$ cat src/rtl/cache_evict_fill.sv
// cache_evict_fill: line replacement sequencer for the L1 caches.
// On a miss, writes back a dirty victim line beat by beat, fetches the
// missing line beat by beat, then commits it to the victim way in one cycle.
// Optional feature macro: CACHE_EVICT_WBBUF_EN -- the dirty victim is held in
// an internal writeback buffer and drained after the commit, so the fill
// reaches the cache without waiting for the eviction.
module cache_evict_fill #(
  parameter int NUMWAYS   = 4,
  parameter int SETLEN    = 7,
  parameter int TAGLEN    = 20,
  parameter int LINELEN   = 512,
  parameter int AHBW      = 64,
  localparam int BEATS     = LINELEN / AHBW,
  localparam int OFFSETLEN = $clog2(LINELEN / 8),
  localparam int PALEN     = TAGLEN + SETLEN + OFFSETLEN
) (
  input  logic               clk,
  input  logic               reset,
  input  logic               Start,
  output logic               Ready,
  input  logic [NUMWAYS-1:0] VictimWay,
  input  logic               VictimValid,
  input  logic               VictimDirty,
  input  logic [TAGLEN-1:0]  VictimTag,
  input  logic [LINELEN-1:0] VictimLine,
  input  logic [TAGLEN-1:0]  MissTag,
  input  logic [SETLEN-1:0]  SetIdx,
  output logic               BusReq,
  output logic               BusWrite,
  output logic [PALEN-1:0]   BusAdr,
  output logic [AHBW-1:0]    BusWData,
  input  logic               BusAck,
  input  logic [AHBW-1:0]    BusRData,
  output logic [LINELEN-1:0] FillLine,
  output logic [NUMWAYS-1:0] FillWayEn,
  output logic               SetValid,
  output logic               ClearDirty,
  output logic               LRUWriteEn,
  output logic               Done
);

  localparam int BEAT_W = $clog2(BEATS);
  // byte offset bits below the beat index are always zero
  localparam int ADR_SH = OFFSETLEN - BEAT_W;
  localparam logic [BEAT_W-1:0] LAST_BEAT = BEAT_W'(BEATS - 1);

`ifdef CACHE_EVICT_WBBUF_EN
  localparam bit WBBUF = 1'b1;
`else
  localparam bit WBBUF = 1'b0;
`endif

  typedef enum logic [1:0] {IDLE, WRITEBACK, FETCH, COMMIT} state_t;

  state_t              state_q, state_d;
  logic [BEAT_W-1:0]   beat_q;
  logic [NUMWAYS-1:0]  way_q;
  logic                dirty_q;
  logic [TAGLEN-1:0]   vtag_q, mtag_q;
  logic [SETLEN-1:0]   set_q;
  logic [LINELEN-1:0]  line_q;
  logic                commit;
  logic                beat_done;

  assign beat_done  = BusAck && (beat_q == LAST_BEAT);
  assign SetValid   = commit;
  assign ClearDirty = commit;
  assign LRUWriteEn = commit;
  assign Done       = commit;

  // state register
  always_ff @(posedge clk or posedge reset) begin
    if (reset) state_q <= IDLE;
    else       state_q <= state_d;
  end

  // next state and Moore-style bus / commit outputs
  always_comb begin
    state_d   = state_q;
    Ready     = 1'b0;
    BusReq    = 1'b0;
    BusWrite  = 1'b0;
    BusAdr    = '0;
    BusWData  = '0;
    FillWayEn = '0;
    commit    = 1'b0;
    case (state_q)
      IDLE: begin
        Ready = 1'b1;
        if (Start)
          state_d = (!WBBUF && VictimValid && VictimDirty) ? WRITEBACK : FETCH;
      end
      WRITEBACK: begin
        BusReq   = 1'b1;
        BusWrite = 1'b1;
        BusAdr   = PALEN'({vtag_q, set_q, beat_q}) << ADR_SH;
        BusWData = line_q[beat_q * AHBW +: AHBW];
        // with the buffer the drain is the last step, otherwise the fetch follows
        if (beat_done) state_d = WBBUF ? IDLE : FETCH;
      end
      FETCH: begin
        BusReq = 1'b1;
        BusAdr = PALEN'({mtag_q, set_q, beat_q}) << ADR_SH;
        if (beat_done) state_d = COMMIT;
      end
      COMMIT: begin
        FillWayEn = way_q;
        commit    = 1'b1;
        state_d   = (WBBUF && dirty_q) ? WRITEBACK : IDLE;
      end
      default: state_d = IDLE;
    endcase
  end

  // request latch, beat counter and fill line assembly
  always_ff @(posedge clk or posedge reset) begin
    if (reset) begin
      beat_q   <= '0;
      way_q    <= '0;
      dirty_q  <= 1'b0;
      vtag_q   <= '0;
      mtag_q   <= '0;
      set_q    <= '0;
      line_q   <= '0;
      FillLine <= '0;
    end else begin
      if (state_q == IDLE && Start) begin
        beat_q  <= '0;
        way_q   <= VictimWay;
        dirty_q <= VictimValid & VictimDirty;
        vtag_q  <= VictimTag;
        mtag_q  <= MissTag;
        set_q   <= SetIdx;
        line_q  <= VictimLine;
      end else if ((state_q == WRITEBACK || state_q == FETCH) && BusAck) begin
        // natural wrap leaves the counter at 0 for the next phase
        beat_q <= beat_q + 1'b1;
      end
      if (state_q == FETCH && BusAck)
        FillLine[beat_q * AHBW +: AHBW] <= BusRData;
    end
  end

endmodule

$ cat config.mk
export PLATFORM = sky130hd
export DESIGN_NAME = cache_evict_fill
export DESIGN_NICKNAME = d
export VERILOG_FILES = /design/src/rtl/cache_evict_fill.sv
export SDC_FILE = /design/constraint.sdc
export NUM_CORES = 2
export LEC_CHECK = 0
export BUFFER_PORTS_ARGS = -buffer_cell sky130_fd_sc_hd__buf_2
export CORE_AREA = 5 5 492 494
export CTS_CLUSTER_SIZE = 24
export DETAILED_ROUTE_END_ITERATION = 8
export DIE_AREA = 0 0 497 499
export GPL_TIMING_DRIVEN = 0
export SYNTH_ARGS = -nofsm -noshare
export SYNTH_HDL_FRONTEND = slang
export SYNTH_SLANG_ARGS = --single-unit
$ cat constraint.sdc
create_clock -name clk -period 62.7 [get_ports clk]
set_input_delay 3.135 -clock clk [delete_from_list [all_inputs] [get_ports clk]]
set_output_delay 3.135 -clock clk [all_outputs]
set_load 0.05 [all_outputs]
==> key figures <==
Timing
  • Tcrit/Tclk final: 12.46%
  • Max frequency: 128.0 MHz
  • Setup TNS: 0 ps
  • Slew headroom: -2.462%
  • RSZ-0062 raised after global routing: false
  • Min Tclk post-route: 7813 ps
  • Final Max Slew Viols: 11
  • Setup violations, final: 0
  • Clk_skew: 39.14 ps
  • Final Hold Viols: 0
  • Slew @ Worst Pin: about 1500 ps

Worst setup path
  • Crit path max fanout: 10
  • Worst path slowest cell: clkbuf_1
  • R2R setup slack: 55,890 ps
  • CP startpoint kind: flip-flop
  • CP required: 59,560 ps
  • Top cell family by delay on the critical path: buffers and inverters
  • CP cell instances: buf_2, clkbuf_1, clkbuf_1, mux4_2, nand2_1, a21boi_0, buf_2
  • Reg2Reg Depth: 11
  • FF-to-FF End: FillLine[314]
  • CP endpoint kind: output pin
  • Setup CP Type: flip-flop to output pin
  • Crit-path max cell delay: 1010 ps
  • Critical Path AT: between 4000 and 5000 ps
  • Worst path buffer plus inverter count: 4
  • Crit. path cell count: 7
  • RR Startpoint: beat_q[2]

Routing
  • DR WL/cell: 27.58 um
  • M1 wire length: about 80,000 um
  • Routed WL: 217,300 um
  • Vias per inst: between 4 and 5
  • DRT antenna net count: 0
  • Met2 wire length: approximately 110,000 um
  • Via count: 33,340
  • DRT Pass-1 Iters: 7
  • DRC viols: 0
  • Uppermost layer routed: met5
  • DR iter-0 viols: 2,132
  • Met3 routed WL: 15,720 um

Logic synthesis
  • Syn avg cell area: approximately 15 um2
  • Mapped Cells: 3,125
  • Syn. warnings: 0
  • Flops & latches, synth: 1,080
  • Largest area contributor in the netlist: dfrtp_1
  • Cell area after synthesis: ~46,000 um2
  • Distinct cells, synth: 35
  • Top cells by area, synth: dfrtp_1 (58%), mux2_2 (25%), mux4_2 (6.2%), nand2_1 (1.6%), and2_1 (1.4%)
  • Yosys top cell area share: about three fifths
  • Post-synthesis sequential area ratio: between 50% and 60%

Pwr
  • Final Total Pwr: 0.003558 W
  • Leak: 29.91 nW
  • Pwr dens: about 58 nW/um2
  • Internal: 0.001998 W
  • Clock network power share: 21.7%
  • Peak VDD IR: 0.00004316 V
  • Gate power share: 45.1%
  • Switching Share: a little over two fifths
  • NetSw: about 0.0016 W
  • Sequential group share of total power: 33.3%

Floorplanning
  • Die Y: 499 um
  • Horiz. Die Dim: 497 um
  • Total die area: ~250,000 um2
  • Initial core utilization: 19.55%
  • # IOs: approximately 1,300
  • Placement Rows: 179
  • Core area: between 200,000 and 250,000 um2

Place
  • Port Buffers: between 1,000 and 1,500
  • Post-DP HPWL: roughly 180,000 um
  • Final Wtd Congestion: 0.9120

GRT
  • Largest net degree at the start of global routing: between 100 and 150
  • First-pass GRT wire length: ~300,000 um
  • GRT Overall Usage: 16.93%
  • GRT Residual Overflow: 0
  • Initial antenna violation count: 105
  • Vias in the first global route: 35,750

Final layout
  • Commonest non-fill, non-tap cells in the layout: buf_2 (1,296), dfrtp_1 (1,080), mux2_2 (1,008), nand2_1 (195), clkbuf_1 (165)
  • Final nets: 5,162
  • Layout cell share with drive strength beyond 1: between 50% and 60%
  • Area Overhead vs Synth: 32.96%
  • Commonest non-fill, non-tap cell in the layout: buf_2

CTS
  • H-tree depth: 3
  • TritonCTS Buffers: between 100 and 150
  • Clock edge transition at the registers on the reported setup and hold paths: 60 ps
  • CTS sink count: 1,080
  • Post-CTS Hold Buffers: 0
  • Number of gates resized after cts: 0
  • CTS root buf: clkbuf_16
  • Clock buffer depth: 3
  • Clock Latency Late Sink: 760 ps
  • # Post-CTS Setup Buffers: 0
  • CTS tree: done

Hold path
  • Worst Hold Class: flip-flop to flip-flop
  • Hold Path Cell Cnt: 1
  • Hold EP: FillLine[22]
  • Min-delay src: FillLine[22]

Job
  • Max Cap Viol: 1

Outcome
  • Violated checks: max-capacitance violations, max-slew violations
  • Status: complete, but fails checks
final cells by class:
type	instances	area, um2
clock buffers	174	3498
well taps	3167	3963
clock inverters	56	837.1
fillers	24870	175400
multi-input cells	1757	18120
diodes	87	217.7
inverters	73	281.5
plain buffers	217	955.9
repair buffers	1267	6679
flip-flops and latches	1080	27030
cell families (layout without fill, tap and decap cells):
logic type,Yosys count,count (layout),share of synthesized area [%]
muxes,1205,1205,32.24
adders and majority gates,12,12,0.3242
AOI/OAI and AO/OA,92,92,1.467
and+or+nand+nor,444,444,4.968
buffers and inverters,290,1787,2.623
DFF,1080,1080,58.35
xor gates and xnor gates,1,1,0.01891
other,1,90,0.008097
layer usage:
layer / GRT usage, % / vias up
met2: 29.88 / 1460
met5: 0 / -
met1: 18.49 / 17360
met3: 4.921 / 432
li1: - / 14020
met4: 8.590 / 80
per-stage QoR:
step	instances	hold WS [ps]	utilization [%]	worst slack (ps)	instance area, um2
after floorplan	3127	472.1	-	29160	46320
after global placement	7542	465.8	23.86	16740	56530
after detailed placement	7561	478.8	24.07	55490	57030
after CTS	7791	492.0	25.90	54580	61360
after global routing	7845	507.6	25.95	54580	61500
final	7878	489.4	25.99	54890	61580
synthesized netlist by cell type:
master	n
dfrtp_1	1080
mux2_2	1008
nand2_1	195
clkbuf_1	149
mux4_2	128
and2_1	104
and3_1	103
inv_1	73
mux2i_1	65
a21boi_0	64
buf_2	47
nor2b_1	21
a22oi_1	20
ha_1	12
buf_1	9
buf_4	6
buf_6	6
nand3_1	6
nor2_1	5
mux2_1	4
a21oi_1	3
nor3_2	3
o21ai_0	2
a2bb2oi_1	1
and3b_1	1
conb_1	1
nand3b_1	1
nor3_1	1
nor3b_1	1
nor4_4	1
o21a_1	1
o31ai_1	1
or3_1	1
or4_1	1
xnor2_1	1
worst max path at each step:
stage / start / endpoint / slack [ps]
after CTS: beat_q[2] / BusWData[57] / 54580
final: beat_q[2] / BusWData[60] / 54890
after detailed placement: beat_q[2] / BusWData[57] / 55490
after global routing: beat_q[2] / BusWData[57] / 54580
after floorplan: reset / FillLine[0] / 29160
after global placement: reset / line_q[381] / 16740
power groups by stage:
| stage | Sequential, W | Clock, W | Combinational (W) |
|---|---|---|---|
| CTS | 0.00118 | 0.000792 | 0.00164 |
| global route | 0.00121 | 0.000818 | 0.00170 |
| global placement | 0.00119 | 0 | 0.00161 |
| floorplan | 0.00150 | 0 | 0.000737 |
| finish | 0.00118 | 0.000771 | 0.00160 |
| detailed placement | 0.00119 | 0 | 0.00163 |
sequential cells by signal, summed over array words and instances, names as in the netlist:
name      count
mtag_q       20
beat_q        3
set_q         7
vtag_q       20
line_q      512
state_q       2
way_q         4
FillLine    512
worst register-to-register path, stage by stage, from the launching register on:
cell and delay [ps]:
dfrtp_1 350, buf_2 460, clkbuf_1 980, clkbuf_1 1010, inv_1 190, ha_1 360, nor2_1 230, clkbuf_1 1140
clkbuf_1 910, clkbuf_1 810, nand2_1 150, mux2i_1 160
No activity file was read; power rests on OpenSTA's default activity.
